## src/rtl/sdram_arbiter_pkg.sv

```systemverilog
// Shared types and constants for the two-port SDRAM arbiter.
// State encoding, port indices and parameter defaults live here so all files agree.
package sdram_arbiter_pkg;

  localparam int unsigned DEFAULT_ADDR_W  = 23;
  localparam int unsigned DEFAULT_TIMEOUT = 1023;
  localparam int unsigned TMO_W           = 10;

  localparam logic PORT_CPU = 1'b0;
  localparam logic PORT_DMA = 1'b1;

  typedef enum logic [1:0] {
    StIdle  = 2'd0,
    StIssue = 2'd1,
    StWait  = 2'd2,
    StDone  = 2'd3
  } state_e;

  typedef enum logic {
    OpRead  = 1'b0,
    OpWrite = 1'b1
  } op_e;

endpackage

```

## src/rtl/sdram_arbiter_if.sv

```systemverilog
// Bundle of requester ports, controller command/response signals and the error pulse.
// The master modport is the arbiter's view; slave is the requesters' and controller's view.
interface sdram_arbiter_if
  import sdram_arbiter_pkg::*;
#(
  parameter int unsigned ADDR_W = DEFAULT_ADDR_W
) ();

  logic              p0_rd;
  logic              p0_wr;
  logic [ADDR_W-1:0] p0_addr;
  logic [15:0]       p0_wdata;
  logic [31:0]       p0_rdata;
  logic              p0_done;
  logic              p0_busy;

  logic              p1_rd;
  logic              p1_wr;
  logic [ADDR_W-1:0] p1_addr;
  logic [15:0]       p1_wdata;
  logic [31:0]       p1_rdata;
  logic              p1_done;
  logic              p1_busy;

  logic              sd_read;
  logic              sd_write;
  logic [ADDR_W-1:0] sd_addr;
  logic [15:0]       sd_wdata;
  logic              sd_busy;
  logic              sd_cack;
  logic              sd_ready;
  logic [31:0]       sd_rdata;

  logic              err;

  modport master (
    input  p0_rd, p0_wr, p0_addr, p0_wdata,
    input  p1_rd, p1_wr, p1_addr, p1_wdata,
    input  sd_busy, sd_cack, sd_ready, sd_rdata,
    output p0_rdata, p0_done, p0_busy,
    output p1_rdata, p1_done, p1_busy,
    output sd_read, sd_write, sd_addr, sd_wdata,
    output err
  );

  modport slave (
    output p0_rd, p0_wr, p0_addr, p0_wdata,
    output p1_rd, p1_wr, p1_addr, p1_wdata,
    output sd_busy, sd_cack, sd_ready, sd_rdata,
    input  p0_rdata, p0_done, p0_busy,
    input  p1_rdata, p1_done, p1_busy,
    input  sd_read, sd_write, sd_addr, sd_wdata,
    input  err
  );

endinterface

```

## src/rtl/rr_arbiter2.sv

```systemverilog
// Two-requester round-robin grant: a lone requester always wins, a tie goes to the pointer.
module rr_arbiter2 (
  input  logic       req0,
  input  logic       req1,
  input  logic       rr,
  output logic [1:0] gnt
);

  always_comb begin
    gnt = 2'b00;
    if (req0 && req1) begin
      gnt = rr ? 2'b10 : 2'b01;
    end else if (req0) begin
      gnt = 2'b01;
    end else if (req1) begin
      gnt = 2'b10;
    end
  end

endmodule

```

## src/rtl/sdram_arbiter.sv

```systemverilog
// Arbitrates a CPU and a DMA requester onto one SDRAM controller, one access in flight,
// with round-robin fairness and an access timeout that aborts with an error pulse.
module sdram_arbiter
  import sdram_arbiter_pkg::*;
#(
  parameter int unsigned ADDR_W  = DEFAULT_ADDR_W,
  parameter int unsigned TIMEOUT = DEFAULT_TIMEOUT
) (
  input logic             clki,
  input logic             rst_in,
  sdram_arbiter_if.master bus
);

  state_e             state;
  op_e                op;
  logic               rr;
  logic               gnt_port;
  logic [31:0]        cap;
  logic [TMO_W-1:0]   tmo_cnt;

  logic               req0;
  logic               req1;
  logic [1:0]         gnt;
  logic               gnt_idx;
  logic               gnt_wr;
  logic [ADDR_W-1:0]  gnt_addr;
  logic [15:0]        gnt_wdata;
  logic               tmo_hit;
  logic               finish;
  logic               abort;

  // Busy drops while done shows, which also keeps a held request from being re-granted
  // in its own done cycle.
  assign bus.p0_busy = (bus.p0_rd | bus.p0_wr) & ~bus.p0_done;
  assign bus.p1_busy = (bus.p1_rd | bus.p1_wr) & ~bus.p1_done;
  assign req0        = bus.p0_busy;
  assign req1        = bus.p1_busy;

  rr_arbiter2 u_rr_arbiter2 (
    .req0 (req0),
    .req1 (req1),
    .rr   (rr),
    .gnt  (gnt)
  );

  always_comb begin
    gnt_idx   = PORT_CPU;
    gnt_wr    = 1'b0;
    gnt_addr  = '0;
    gnt_wdata = '0;
    unique case (gnt)
      2'b01: begin
        gnt_idx   = PORT_CPU;
        gnt_wr    = bus.p0_wr;
        gnt_addr  = bus.p0_addr;
        gnt_wdata = bus.p0_wdata;
      end
      2'b10: begin
        gnt_idx   = PORT_DMA;
        gnt_wr    = bus.p1_wr;
        gnt_addr  = bus.p1_addr;
        gnt_wdata = bus.p1_wdata;
      end
      default: ;
    endcase
  end

  assign tmo_hit = (tmo_cnt == TMO_W'(TIMEOUT - 1));

  // A normal completion in the same cycle as the timeout wins over the abort.
  always_comb begin
    finish = 1'b0;
    abort  = 1'b0;
    if (state == StIssue) begin
      finish = bus.sd_cack & bus.sd_ready;
    end else if (state == StWait) begin
      finish = bus.sd_ready;
    end
    if (state == StIssue || state == StWait) begin
      abort = tmo_hit & ~finish;
    end
  end

  always_ff @(posedge clki or negedge rst_in) begin
    if (!rst_in) begin
      state        <= StIdle;
      op           <= OpRead;
      rr           <= PORT_CPU;
      gnt_port     <= PORT_CPU;
      cap          <= '0;
      tmo_cnt      <= '0;
      bus.sd_read  <= 1'b0;
      bus.sd_write <= 1'b0;
      bus.sd_addr  <= '0;
      bus.sd_wdata <= '0;
      bus.p0_rdata <= '0;
      bus.p1_rdata <= '0;
      bus.p0_done  <= 1'b0;
      bus.p1_done  <= 1'b0;
      bus.err      <= 1'b0;
    end else begin
      bus.p0_done <= 1'b0;
      bus.p1_done <= 1'b0;
      bus.err     <= 1'b0;
      unique case (state)
        StIdle: begin
          if (!bus.sd_busy && gnt != 2'b00) begin
            gnt_port     <= gnt_idx;
            rr           <= ~gnt_idx;
            op           <= gnt_wr ? OpWrite : OpRead;
            bus.sd_addr  <= gnt_addr;
            bus.sd_wdata <= gnt_wdata;
            bus.sd_read  <= ~gnt_wr;
            bus.sd_write <= gnt_wr;
            tmo_cnt      <= '0;
            state        <= StIssue;
          end
        end
        StIssue: begin
          tmo_cnt <= tmo_cnt + 1'b1;
          if (bus.sd_cack) begin
            bus.sd_read  <= 1'b0;
            bus.sd_write <= 1'b0;
            if (bus.sd_ready) begin
              cap   <= bus.sd_rdata;
              state <= StDone;
            end else begin
              state <= StWait;
            end
          end
        end
        StWait: begin
          tmo_cnt <= tmo_cnt + 1'b1;
          if (bus.sd_ready) begin
            cap   <= bus.sd_rdata;
            state <= StDone;
          end
        end
        StDone: begin
          state <= StIdle;
          if (gnt_port == PORT_DMA) begin
            bus.p1_done <= 1'b1;
            if (op == OpRead) bus.p1_rdata <= cap;
          end else begin
            bus.p0_done <= 1'b1;
            if (op == OpRead) bus.p0_rdata <= cap;
          end
        end
        default: state <= StIdle;
      endcase

      if (abort) begin
        bus.sd_read  <= 1'b0;
        bus.sd_write <= 1'b0;
        bus.err      <= 1'b1;
        state        <= StIdle;
        if (gnt_port == PORT_DMA) begin
          bus.p1_done  <= 1'b1;
          bus.p1_rdata <= '0;
        end else begin
          bus.p0_done  <= 1'b1;
          bus.p0_rdata <= '0;
        end
      end
    end
  end

endmodule

```

## src/flat_wrapper.sv

```systemverilog
// flat-port wrapper written by rule: the top's interface ports become plain ports
module sdram_arbiter_flat import sdram_arbiter_pkg::*;
#(
  parameter int unsigned ADDR_W  = DEFAULT_ADDR_W,
  parameter int unsigned TIMEOUT = DEFAULT_TIMEOUT
)
  (clki, rst_in, bus_p0_rd, bus_p0_wr, bus_p0_addr, bus_p0_wdata, bus_p1_rd, bus_p1_wr, bus_p1_addr, bus_p1_wdata, bus_sd_busy, bus_sd_cack, bus_sd_ready, bus_sd_rdata, bus_p0_rdata, bus_p0_done, bus_p0_busy, bus_p1_rdata, bus_p1_done, bus_p1_busy, bus_sd_read, bus_sd_write, bus_sd_addr, bus_sd_wdata, bus_err);
  sdram_arbiter_if #(.ADDR_W(ADDR_W)) bus_i ();
  input logic clki;
  input logic rst_in;
  input wire logic [$bits(bus_i.p0_rd)-1:0] bus_p0_rd;
  input wire logic [$bits(bus_i.p0_wr)-1:0] bus_p0_wr;
  input wire logic [$bits(bus_i.p0_addr)-1:0] bus_p0_addr;
  input wire logic [$bits(bus_i.p0_wdata)-1:0] bus_p0_wdata;
  input wire logic [$bits(bus_i.p1_rd)-1:0] bus_p1_rd;
  input wire logic [$bits(bus_i.p1_wr)-1:0] bus_p1_wr;
  input wire logic [$bits(bus_i.p1_addr)-1:0] bus_p1_addr;
  input wire logic [$bits(bus_i.p1_wdata)-1:0] bus_p1_wdata;
  input wire logic [$bits(bus_i.sd_busy)-1:0] bus_sd_busy;
  input wire logic [$bits(bus_i.sd_cack)-1:0] bus_sd_cack;
  input wire logic [$bits(bus_i.sd_ready)-1:0] bus_sd_ready;
  input wire logic [$bits(bus_i.sd_rdata)-1:0] bus_sd_rdata;
  output wire logic [$bits(bus_i.p0_rdata)-1:0] bus_p0_rdata;
  output wire logic [$bits(bus_i.p0_done)-1:0] bus_p0_done;
  output wire logic [$bits(bus_i.p0_busy)-1:0] bus_p0_busy;
  output wire logic [$bits(bus_i.p1_rdata)-1:0] bus_p1_rdata;
  output wire logic [$bits(bus_i.p1_done)-1:0] bus_p1_done;
  output wire logic [$bits(bus_i.p1_busy)-1:0] bus_p1_busy;
  output wire logic [$bits(bus_i.sd_read)-1:0] bus_sd_read;
  output wire logic [$bits(bus_i.sd_write)-1:0] bus_sd_write;
  output wire logic [$bits(bus_i.sd_addr)-1:0] bus_sd_addr;
  output wire logic [$bits(bus_i.sd_wdata)-1:0] bus_sd_wdata;
  output wire logic [$bits(bus_i.err)-1:0] bus_err;
  assign bus_i.p0_rd = bus_p0_rd;
  assign bus_i.p0_wr = bus_p0_wr;
  assign bus_i.p0_addr = bus_p0_addr;
  assign bus_i.p0_wdata = bus_p0_wdata;
  assign bus_i.p1_rd = bus_p1_rd;
  assign bus_i.p1_wr = bus_p1_wr;
  assign bus_i.p1_addr = bus_p1_addr;
  assign bus_i.p1_wdata = bus_p1_wdata;
  assign bus_i.sd_busy = bus_sd_busy;
  assign bus_i.sd_cack = bus_sd_cack;
  assign bus_i.sd_ready = bus_sd_ready;
  assign bus_i.sd_rdata = bus_sd_rdata;
  assign bus_p0_rdata = bus_i.p0_rdata;
  assign bus_p0_done = bus_i.p0_done;
  assign bus_p0_busy = bus_i.p0_busy;
  assign bus_p1_rdata = bus_i.p1_rdata;
  assign bus_p1_done = bus_i.p1_done;
  assign bus_p1_busy = bus_i.p1_busy;
  assign bus_sd_read = bus_i.sd_read;
  assign bus_sd_write = bus_i.sd_write;
  assign bus_sd_addr = bus_i.sd_addr;
  assign bus_sd_wdata = bus_i.sd_wdata;
  assign bus_err = bus_i.err;
  sdram_arbiter #(.ADDR_W(ADDR_W), .TIMEOUT(TIMEOUT)) u_core (.clki(clki), .rst_in(rst_in), .bus(bus_i));
endmodule
```

## config.mk

```make
export PLATFORM = sky130hd
export DESIGN_NAME = sdram_arbiter_flat
export DESIGN_NICKNAME = d
export VERILOG_FILES = /design/src/rtl/sdram_arbiter_pkg.sv /design/src/rtl/sdram_arbiter_if.sv /design/src/rtl/rr_arbiter2.sv /design/src/rtl/sdram_arbiter.sv /design/src/flat_wrapper.sv
export SDC_FILE = /design/constraint.sdc
export NUM_CORES = 1
export LEC_CHECK = 0
export CAP_MARGIN = 20
export CORE_MARGIN = 4
export CORE_UTILIZATION = 46
export CTS_CLUSTER_DIAMETER = 40
export DETAILED_ROUTE_END_ITERATION = 8
export GPL_ROUTABILITY_DRIVEN = 0
export PLACE_DENSITY = 0.92
export SLEW_MARGIN = 20
export SYNTH_ARGS = -nofsm -noshare
export SYNTH_HDL_FRONTEND = slang
export SYNTH_SLANG_ARGS = --single-unit
```

## constraint.sdc

```tcl
create_clock -name clki -period 2.96 [get_ports clki]
set_input_delay 0.444 -clock clki [delete_from_list [all_inputs] [get_ports clki]]
set_output_delay 0.444 -clock clki [all_outputs]
set_load 0.01 [all_outputs]
```

==> results of run 1 <==
[flip-flops by register name (all words and copies together), names as in the netlist]
signal,count
u_core.bus.sd_wdata,16
u_core.bus.err,1
u_core.state,2
u_core.cap,32
u_core.op,1
u_core.bus.p1_done,1
u_core.bus.sd_read,1
u_core.bus.p0_done,1
u_core.bus.sd_write,1
u_core.bus.p1_rdata,32
u_core.rr,1
u_core.bus.p0_rdata,32
u_core.bus.sd_addr,23
u_core.tmo_cnt,10
u_core.gnt_port,1
[cells by family after synthesis]
group,count (synthesis),synth area share
XOR/XNOR,7,0.00897
AND/OR/NAND/NOR,147,0.0938
multiplexers,100,0.153
buffers and inverters,53,0.0418
flip-flops,155,0.568
adder cells (fa/ha/maj),10,0.0183
AO/OA/AOI/OAI,103,0.116
[routing by layer]
metal  GRT usage  up-vias  part of all wire
met1       0.255     2587              0.40
met4      0.0776        0             0.019
met5           0        -                 0
met3      0.0557       25             0.054
li1            -     2475                 -
met2       0.376      138              0.53
[cell usage in the layout, fill, tap and decap left out, types with 2 or more instances in the layout]
master           instances
inv_6                    3
clkinv_2                 2
o21bai_1                 2
clkinv_4                 2
mux2_2                  33
nor2_1                  62
buf_12                   3
clkbuf_1                 3
o31ai_1                 41
buf_4                   14
o21ai_0                  5
nand2_1                 52
a22oi_1                 40
and2_1                   2
clkbuf_16               17
ha_1                    10
a2111oi_1                3
nor2b_1                  2
xnor2_1                  6
nand3_1                  3
o2111ai_1                2
inv_1                   10
a21oi_1                  3
a211oi_1                 2
nor2_2                  17
clkinvlp_4               2
dfrtp_1                155
clkdlybuf4s50_1        227
mux2i_1                 66
[worst max-delay path by stage]
stage	from	end	slack, ns
after floorplan	bus_p1_wr	u_core.tmo_cnt[7]	0.58
after global placement	bus_p1_wr	u_core.tmo_cnt[8]	0.14
after detailed placement	bus_p1_wr	u_core.tmo_cnt[6]	0.04
after CTS	bus_p1_wr	u_core.tmo_cnt[8]	0.45
after global routing	bus_p1_rd	u_core.state[0]	0.26
final	bus_p1_wr	u_core.tmo_cnt[8]	0.45
[layout make-up]
type                    instances  area (sq um)
flip-flops and latches        155          3880
repair buffers                245          2450
fillers                      1041          4700
clock inverters                11           110
inverters                      10          37.5
well taps                     184           230
clock buffers                  21           450
multi-input cells             367          2680
[power groups by stage]
stage	clock network, mW	registers, mW	logic [mW]
after floorplan	0	3.92	2.26
after global placement	0	3.69	4.54
after detailed placement	0	3.73	4.69
after CTS	2.09	3.72	4.73
after global routing	2.20	3.84	5.09
final	2.04	3.72	4.67
[through the flow]
step / hold slack (ns) / setup slack [ns]
after floorplan: 0.148 / 0.582
after global placement: 0.448 / 0.136
after detailed placement: 0.449 / 0.0437
after CTS: 0.00409 / 0.455
after global routing: 0.0219 / 0.256
final: -0.0105 / 0.452
[worst register-to-register path: cells and delay by family, from the launching register on]
kind                       cells  cell delay (ns)
DFF                            1             0.40
adders and majority gates      1             0.24
and+or+nand+nor                2             0.53
AOI/OAI and AO/OA              3             0.84
buffers and inverters          1             0.09
xor gates and xnor gates       1             0.17
==> summary.md, run 1 <==
| Metric | Value |
|---|---|
| Reg2reg path depth | `8` |
| Worst Hold Margin | `-0.0105 ns` |
| Hold buffer count at CTS | `0` |
| CP arrival | `around 2.8 ns` |
| CP most frequent cell | `nor2_1` |
| Clock buffer depth | `2` |
| IO Port Bufs | `~230` |
| Ordered list of cells on the worst path | `clkdlybuf4s50_1 -> nor2_1 -> nor2_1 -> o21a_1 -> inv_1 -> ha_1 -> or3b_4 -> a2111oi_1 -> xnor2_1 -> nor2_1` |
| Synthesized instance count | `approximately 580` |
| Vias in the first global route | `around 5,500` |
| Area of the mapped netlist | `between 0.006 and 0.007 sq mm` |
| Top post-synthesis cells by area | `dfrtp_1 (57%), mux2i_1 (9.7%), mux2_2 (5.4%)` |
| Fin area | `0.00983 sq mm` |
| Die height | `between 100 and 150 um` |
| Crit path kind | `in2reg` |
| Initial antenna violation count | `0` |
| Pin count of the biggest net entering global routing | `85` |
| Leak | `roughly 4.3 nW` |
| Post-CTS Setup Bufs | `0` |
| Wirelength per Cell | `17.9 um` |
| CTS clock-pin slew for the worst setup and hold paths | `~0.060 ns` |
| Total power | `10.4 mW` |
| Critical path's top delay family | `simple AND/OR/NAND/NOR gates` |
| Slowest cell on crit path | `clkdlybuf4s50_1` |
| Final Skew | `between 0.01 and 0.015 ns` |
| Area post-placement | `roughly 0.0093 sq mm` |
| Synth async-reset ratio | `1.00` |
| Final TNS setup | `0 ns` |
| Die area | `0.0169 sq mm` |
| Slew Limit Fails | `0` |
| Crit Path Max Fanout | `7` |
| Count leader, synth | `dfrtp_1` |
| First-pass DRT Iterations | `4` |
| Top_reg_cell synth | `dfrtp_1` |
| Max Cap Viol | `0` |
| Final hold violations | `8` |
| Number of remaining DRC errors | `0` |
| Tightest Pin Transition | `roughly 0.61 ns` |
| Dpl hpwl | `12,700 um` |
| Routed WL | `17,800 um` |
| Worst Setup End Kind | `register` |
| Final Util | `0.676` |
| WP data required | `about 3.3 ns` |
| Register bit total from synthesis | `155` |
| CTS tree | `built` |
| Status | `finished with violations` |
| Synth cell types | `40` |
| Levels on crit path | `10` |
| Clock network power share | `0.196` |
| Comb power frac | `0.447` |
| Final ANT Viol Nets | `0` |
| R2R Setup Slk | `approximately 0.59 ns` |
| CTS Sinks | `155` |
| Die W | `between 100 and 150 um` |
| Internal | `6.68 mW` |
| Starting DRT DRC Count | `~380` |
| Peak VDD IR | `roughly 0.51 mV` |
| Sw Pwr | `roughly 3.7 mW` |
| FF-to-FF Start | `u_core.bus.p0_done` |
| Post-synth top cells | `dfrtp_1 (155), mux2i_1 (66), nor2_1 (62), nand2_1 (52), o31ai_1 (41)` |
| Share of cells above drive strength 1 | `0.127` |
| Avg Cell Area, Syn | `between 10 and 15 sq um` |
| Hold/Removal Path Class | `in2async` |
| Net count after synthesis | `between 700 and 800` |
| Final Net Count | `about 930` |
| I/O Pins | `between 200 and 250` |
| Gr usage total | `0.214` |
| Largest area contributor in the netlist | `dfrtp_1` |
| Routed via count | `between 5,000 and 6,000` |
| Final Setup Violations | `0` |
| First-pass GRT wire length | `approximately 28,000 um` |
| Placed cells | `between 900 and 1,000` |
| R2r endpoint | `u_core.tmo_cnt[8]` |
| Power per cell area | `between 1000 and 1500 mW/mm^2` |
| Crit path largest cell delay | `~0.5 ns` |
| Num CTS Buffers | `17` |
| Minimum clock period | `2.51 ns` |
| Vias per cell | `5.26` |
| Final period utilization | `0.847` |
| GR Overflow Total | `0` |
| H-tree Lvls | `4` |
| Fin cells | `approximately 990` |
| Top cell type's share of synthesized area | `0.568` |
| Post-synth EDFFs | `0` |
| Sequential Power Share | `0.357` |
| RSZ-0062 raised after global routing | `no` |
| Num rows | `44` |
| Post-synthesis sequential area ratio | `0.568` |
| Root Buffer | `clkbuf_16` |
| WP buf/inv | `2` |
| Startpoint Class | `input port` |
| Area growth syn-to-layout | `43.9%` |
| Failing checks | `hold timing` |
| Sw frac | `0.359` |
| Yosys warns | `0` |
| Core box area | `around 0.015 sq mm` |
| Initial core utilization | `0.470` |
| Number of diodes | `0` |
| Slew HR | `0.591` |
| Peak Freq | `between 300 and 400 MHz` |
| CTS resizes | `0` |
| Clock latency on the worst-skew pair | `0.41 ns` |
Power figures use the tool's default switching activity.
==> inputs of run 2 (changes only) <==
==> constraint.sdc (replaced) <==
create_clock -name clki -period 2.4 [get_ports clki]
set_input_delay 0.36 -clock clki [delete_from_list [all_inputs] [get_ports clki]]
set_output_delay 0.36 -clock clki [all_outputs]
set_load 0.01 [all_outputs]
==> run 2 against run 1 <==
  * The flow now finishes without violations
  * Routed wire length grew 6.3%
  * First-iteration DRC count up 9.4%
  * Critical path depth did not move
  * Final cell count up 2.0%
  * Sequential power rose by 24%
  * Critical path type unchanged
  * Largest power group unchanged
  * Highest routed layer unchanged
==> summary.md, run 2 (same netlist as run 1, synthesis figures left out) <==
| Metric | Value |
|---|---|
| Final ANT Viol Nets | `0 (unchanged)` |
| Fin cells | `1,013 (was 993)` |
| FF-to-FF Start | `u_core.bus.p1_done (was u_core.bus.p0_done)` |
| Clock buffer depth | `2 (unchanged)` |
| CTS clock-pin slew for the worst setup and hold paths | `0.07 ns (was 0.06 ns)` |
| Total power | `13.4 mW (was 10.4 mW)` |
| Slew Limit Fails | `0 (unchanged)` |
| Share of cells above drive strength 1 | `0.162 (was 0.127)` |
| First-pass DRT Iterations | `4 (unchanged)` |
| Hold/Removal Path Class | `in2async (unchanged)` |
| Starting DRT DRC Count | `418 (was 382)` |
| CTS tree | `built (unchanged)` |
| Num rows | `44 (unchanged)` |
| Num CTS Buffers | `17 (unchanged)` |
| Most frequent cells in the layout | `clkdlybuf4s50_1 (227), dfrtp_1 (155), mux2i_1 (66) (unchanged)` |
| Final Worst Setup Slack | `0.0390 ns (was 0.452 ns)` |
| Leak | `4.48 nW (was 4.32 nW)` |
| Initial core utilization | `0.470 (unchanged)` |
| WP buf/inv | `4 (was 2)` |
| Placed cells | `980 (was 961)` |
| Number of remaining DRC errors | `0 (unchanged)` |
| WP data required | `2.70 ns (was 3.26 ns)` |
| Dpl hpwl | `13,400 um (was 12,700 um)` |
| Routed via count | `5,478 (was 5,225)` |
| Final Skew | `0.00766 ns (was 0.0111 ns)` |
| Final Setup Violations | `0 (unchanged)` |
| GR Overflow Total | `0 (unchanged)` |
| Crit path largest cell delay | `0.50 ns (was 0.49 ns)` |
| Gr usage total | `0.225 (was 0.214)` |
| Startpoint Class | `input port (unchanged)` |
| Final Net Count | `945 (was 925)` |
| Peak Freq | `~420 MHz` |
| Wirelength per Cell | `18.7 um (was 17.9 um)` |
| Final hold violations | `0 (was 8)` |
| Biggest regs | `u_core.bus.p0_rdata: 32 flops, u_core.bus.p1_rdata: 32 flops, u_core.cap: 32 flops (unchanged)` |
| Post-CTS Setup Bufs | `0 (unchanged)` |
| Clock latency on the worst-skew pair | `0.41 ns (about the same)` |
| Root Buffer | `clkbuf_16 (unchanged)` |
| Crit Path Max Fanout | `40 (was 7)` |
| R2R Setup Slk | `0.11 ns (was 0.59 ns)` |
| H-tree Lvls | `4 (unchanged)` |
| Commonest non-fill, non-tap cell in the layout | `clkdlybuf4s50_1 (unchanged)` |
| Crit path kind | `in2reg (unchanged)` |
| Power per cell area | `1320 mW/mm^2 (was 1060 mW/mm^2)` |
| Die height | `130 um (unchanged)` |
| Worst Hold Margin | `0.476 ns (was -0.0105 ns)` |
| Reg2reg path depth | `8 (unchanged)` |
| Initial antenna violation count | `0 (unchanged)` |
| Max Cap Viol | `0 (unchanged)` |
| Minimum clock period | `between 2 and 2.5 ns` |
| Slew HR | `0.613 (was 0.591)` |
| Final period utilization | `0.984` |
| Die area | `0.0169 sq mm (unchanged)` |
| CTS Sinks | `155 (unchanged)` |
| Vias per cell | `5.41 (was 5.26)` |
| Ordered list of cells on the worst path | `clkdlybuf4s50_1 -> nor2_1 -> nor2_2 -> o21a_1 -> inv_1 -> ha_1 -> or3b_4 -> buf_4 -> buf_12 -> o31ai_1 (was clkdlybuf4s50_1 -> nor2_1 -> nor2_1 -> o21a_1 -> inv_1 -> ha_1 -> or3b_4 -> a2111oi_1 -> xnor2_1 -> nor2_1)` |
| Vias in the first global route | `5,763 (was 5,480)` |
| IO Port Bufs | `228 (unchanged)` |
| Die W | `130 um (unchanged)` |
| Status | `finished clean (was finished with violations)` |
| Number of diodes | `0 (unchanged)` |
| Slowest cell on crit path | `clkdlybuf4s50_1 (unchanged)` |
| Peak VDD IR | `0.619 mV (was 0.512 mV)` |
| R2r endpoint | `u_core.bus.sd_wdata[6] (was u_core.tmo_cnt[8])` |
| Tightest Pin Transition | `0.580 ns (was 0.613 ns)` |
| Worst Setup End Kind | `register (unchanged)` |
| CP arrival | `2.66 ns (was 2.81 ns)` |
| I/O Pins | `229 (unchanged)` |
| Routed WL | `18,900 um (was 17,800 um)` |
| Area growth syn-to-layout | `48.8% (was 43.9%)` |
| Critical path's top delay family | `buffers and inverters (was simple AND/OR/NAND/NOR gates)` |
| Core box area | `0.0145 sq mm (unchanged)` |
| Pin count of the biggest net entering global routing | `64 (was 85)` |
| Setup slack at placement | `-0.407 ns (was 0.0437 ns)` |
| First-pass GRT wire length | `29,500 um (was 28,100 um)` |
-- run 2: cell types whose count changed in the layout (fill, tap and decap cells not counted), moves of 2 or more --
cell       delta
buf_4        +11
clkinv_2      -2
clkbuf_1      -3
a2111oi_2     +3
a2111oi_1     -2
inv_6         +3
buf_12        +8
-- run 2: layer usage --
| metal | track usage | wire, um | vias to the layer above |
|---|---|---|---|
| li1 | - | - | 2521 |
| met1 | 0.264 | 7470 | 2731 |
| met2 | 0.400 | 9870 | 180 |
| met3 | 0.0499 | 957 | 46 |
| met4 | 0.0911 | 614 | 0 |
| met5 | 0 | 0 | - |
-- run 2: report_power, final --
| part | internal (mW) | switching, mW | total (mW) |
|---|---|---|---|
| Sequential | 3.81 | 0.799 | 4.61 |
| Clock | 1.53 | 1.16 | 2.69 |
| Combinational | 3.19 | 2.92 | 6.11 |
| Total | 8.53 | 4.88 | 13.4 |
-- run 2: area by class of cell --
cell class / count / area, sq um
Fill cell: 1022 / 4370
Sequential cell: 155 / 3880
Multi-Input combinational cell: 367 / 2720
Timing Repair Buffer: 265 / 2700
Clock buffer: 19 / 453
Tap cell: 184 / 230
Clock inverter: 13 / 146
Inverter: 10 / 37.5
-- run 2: how the worst max path moves through the flow --
stage,slack (ns),depth (start not counted),to,startpoint
global route,-0.03,10,u_core.bus.sd_addr[21],bus_p1_wr
detailed placement,-0.41,10,u_core.tmo_cnt[8],bus_p1_wr
floorplan,0.07,9,u_core.tmo_cnt[7],u_core.bus.p1_done
finish,0.04,10,u_core.bus.sd_wdata[6],bus_p1_wr
CTS,0.006,10,u_core.tmo_cnt[6],bus_p1_wr
global placement,-0.28,10,u_core.tmo_cnt[8],bus_p1_wr
-- run 2: timing repair --
item / 4_1_cts / 5_1_grt
hold buffers: 1 / 0
resized for setup: 1 / 10
endpoints found under the hold margin: 61 / 0
endpoints found under the setup margin: 1 / 10
-- run 2: stage by stage --
| stage | utilization | cell area (sq um) | TNS [ns] |
|---|---|---|---|
| 5_1_grt | 0.699 | 10200 | -0.164 |
| 3_3_place_gp | 0.655 | 9510 | -9.86 |
| 4_1_cts | 0.697 | 10100 | 0 |
| 3_5_place_dp | 0.655 | 9510 | -13.41 |
| 2_1_floorplan | - | 6830 | 0 |
| 6_report | 0.699 | 10200 | 0 |
-- run 2: worst reg2reg max path: stages (launching register included) --
cell and delay, ns:
dfrtp_1 0.41, nor2_2 0.19, o21a_1 0.17, inv_1 0.07, ha_1 0.22, or3b_4 0.47
buf_4 0.18, buf_12 0.16, o31ai_1 0.30
==> variant (config.mk and constraints of run 1) <==
Make the reset (`rst_in`) synchronous in one clocked block.
--- a/src/rtl/sdram_arbiter.sv
+++ b/src/rtl/sdram_arbiter.sv
@@ -81,7 +81,7 @@
     end
   end
 
-  always_ff @(posedge clki or negedge rst_in) begin
+  always_ff @(posedge clki) begin
     if (!rst_in) begin
       state        <= StIdle;
       op           <= OpRead;
Formal check against the unedited RTL: differs if rst_in is asserted again (counterexample within 4 cycles, from zero or initial values and one cycle with rst_in low); with rst_in held inactive, the same outputs for 4 cycles.
==> variant against run 1 <==
Area after synthesis decreased by 6.6%; routed wire length rose by 6.2%; sequential cell count is the same; register-to-register slack lost 0.04 ns; worst setup slack lost 0.092 ns; cell count rose by 10%; cell area decreased by 3.7%; highest routed layer unchanged.
Power is not compared: it rests on default switching activity, and its combinational part moved more than twofold at a synthesized area within 25%.
==> variant: results (changes against run 1) <==
** Clocking
- The cell sitting at the root of the clock tree is a sky130_fd_sc_hd__clkbuf_16.
- The clock edge transition at the registers on the reported setup and hold paths was 0.06 ns (about the same).
- The number of cells upsized or downsized after cts is 0 (unchanged).
- The maximum number of buffers from clock root to sink was 2 (unchanged).
- The level count of the clock H-tree is 4 (unchanged).
- The CTS buffer count came to 17 (unchanged).
- Setup Fix Bufs, Post-CTS :: 0 (unchanged)
- Clock latency on the worst-skew pair :: around 0.42 ns

** STA
- The relative max-transition margin was 55.5% (-3.6 points).
- The worst clock skew came to 0.00849 ns (-0.00259 ns).

** Global routing
- Initial antenna violation count :: 0 (unchanged)
- Number of global-route vias before repair :: 6041 (+10%)
- The wire length of the first global-routing pass was 29700 um (+5.8%).
- Global-route total usage across every layer :: 23.2% (+1.7 points)
- Maximum number of pins on one net before global-route repair :: 79 (-7.1%)

** Setup path
- Highest-delay cell along the critical path :: sky130_fd_sc_hd__or3b_2
- Cell class contributing the biggest share of worst-path delay :: simple AND/OR/NAND/NOR gates
- Worst-case reg-to-reg path depth :: 9 (+1)
- Critical path's largest stage delay :: 0.55 ns (+0.06 ns)
- The largest driver fanout on the critical path is 78 (+71).

** Placed design
- DPL Wire Length :: 13000 um (+1.6%)
- Placed Instance Area :: 8820 um^2 (-4.9%)
- Port-buffer cells :: 228 (unchanged)

** Hold path
- Worst min-delay path class :: in2reg
- The worst hold path passes through 2 cells.

** Synth
- The share of the yosys chip area belonging to registers is 48.6% (-8.2 points).
- Syn. warnings :: 0 (unchanged)
- Largest cells by area after synthesis :: sky130_fd_sc_hd__dfxtp_1 49%, sky130_fd_sc_hd__mux2i_1 10%, sky130_fd_sc_hd__a22oi_1 4.7%
- Synthesized netlist net count :: 823 (+17%)
- List of most frequent post-synthesis cells :: 155 x sky130_fd_sc_hd__dfxtp_1, 76 x sky130_fd_sc_hd__nand2_1, 73 x sky130_fd_sc_hd__nor2_1, 66 x sky130_fd_sc_hd__mux2i_1, 43 x sky130_fd_sc_hd__a21oi_1
- Post-synth cell types :: 40 (unchanged)
- For this run, the leading register cell type out of synthesis is sky130_fd_sc_hd__dfxtp_1.
- Proportion of register bits with asynchronous set or reset after synthesis :: 0% (-100 points)

** Drt
- First-pass iteration count of the detailed router :: 5 (+1)
- DR vias :: 5839 (+12%)
- The wire length per cell is 17.3 um (-3.7%).
- The number of design-rule violations left by the first detailed-router iteration was 332 (-13%).

** Run status
- The flow ran to the end, and the final reports show no timing, DRC or antenna violations.

** Power and ir drop
- In this run the static leakage power is 3.58 nW.
- Worst IR Drop VDD :: approximately 0.39 mV

** Cells and area
- The number of nets in the final layout is 1036 (+12%).
- The diode insertion count for antenna repair was 0 (unchanged).
- Registers with the highest flip-flop counts :: u_core.bus.p0_rdata (32), u_core.bus.p1_rdata (32), u_core.cap (32)
- The share of layout cells above drive strength 1 came to 6.31% (-6.4 points).
- Filler instances :: 998 (-4.1%)
variant: power breakdown:
part,switching (W),internal [W]
combinational,0.000930,0.000717
clock,0.000872,0.00152
sequential,0.000132,0.00225
variant: routing by layer:
layer	vias to the layer above	GRT usage (%)	part of all wire [%]
li1	2816	-	-
met1	2744	25.6	40
met2	251	42.4	50
met3	28	6.90	8.0
met4	0	8.01	1.8
met5	-	0	0
variant: final timing paths:
kind	slack (ns)	to	start
setup / recovery	0.36	u_core.bus.sd_addr[3]	bus_p1_wr
hold / removal	0.43	u_core.rr	rst_in
setup reg to reg	0.55	u_core.bus.sd_addr[3]	u_core.bus.p0_done
hold reg to reg	0.48	u_core.bus.sd_read	u_core.bus.sd_read
variant: cells by family after synthesis:
group | Yosys count | synth area share (%)
simple gates | 251 | 18.2
flops | 155 | 48.6
compound gates | 144 | 15.9
mux | 67 | 10.5
buf+inv | 61 | 4.06
fa+ha+maj | 11 | 2.16
xor+xnor | 4 | 0.549
variant: layout make-up:
| class | count | area, um^2 | area share [%] |
|---|---|---|---|
| Clock inverter | 13 | 210 | 2.22 |
| Sequential cell | 155 | 3100 | 32.8 |
| Clock buffer | 19 | 443 | 4.68 |
| Tap cell | 176 | 220 | 2.33 |
| Multi-Input combinational cell | 477 | 3030 | 32.0 |
| Inverter | 9 | 33.8 | 0.357 |
| Timing Repair Buffer | 246 | 2420 | 25.6 |
variant: stage by stage:
step | cells | setup slack [ns] | TNS, ns | hold slack (ns)
6_report | 1095 | 0.359 | 0 | 0.433
5_1_grt | 1095 | 0.197 | 0 | 0.430
4_1_cts | 1095 | 0.391 | 0 | 0.413
3_5_place_dp | 1063 | -0.0227 | -0.0410 | 0.462
3_3_place_gp | 1063 | 0.122 | 0 | 0.451
2_1_floorplan | 693 | 0.498 | 0 | 0.452
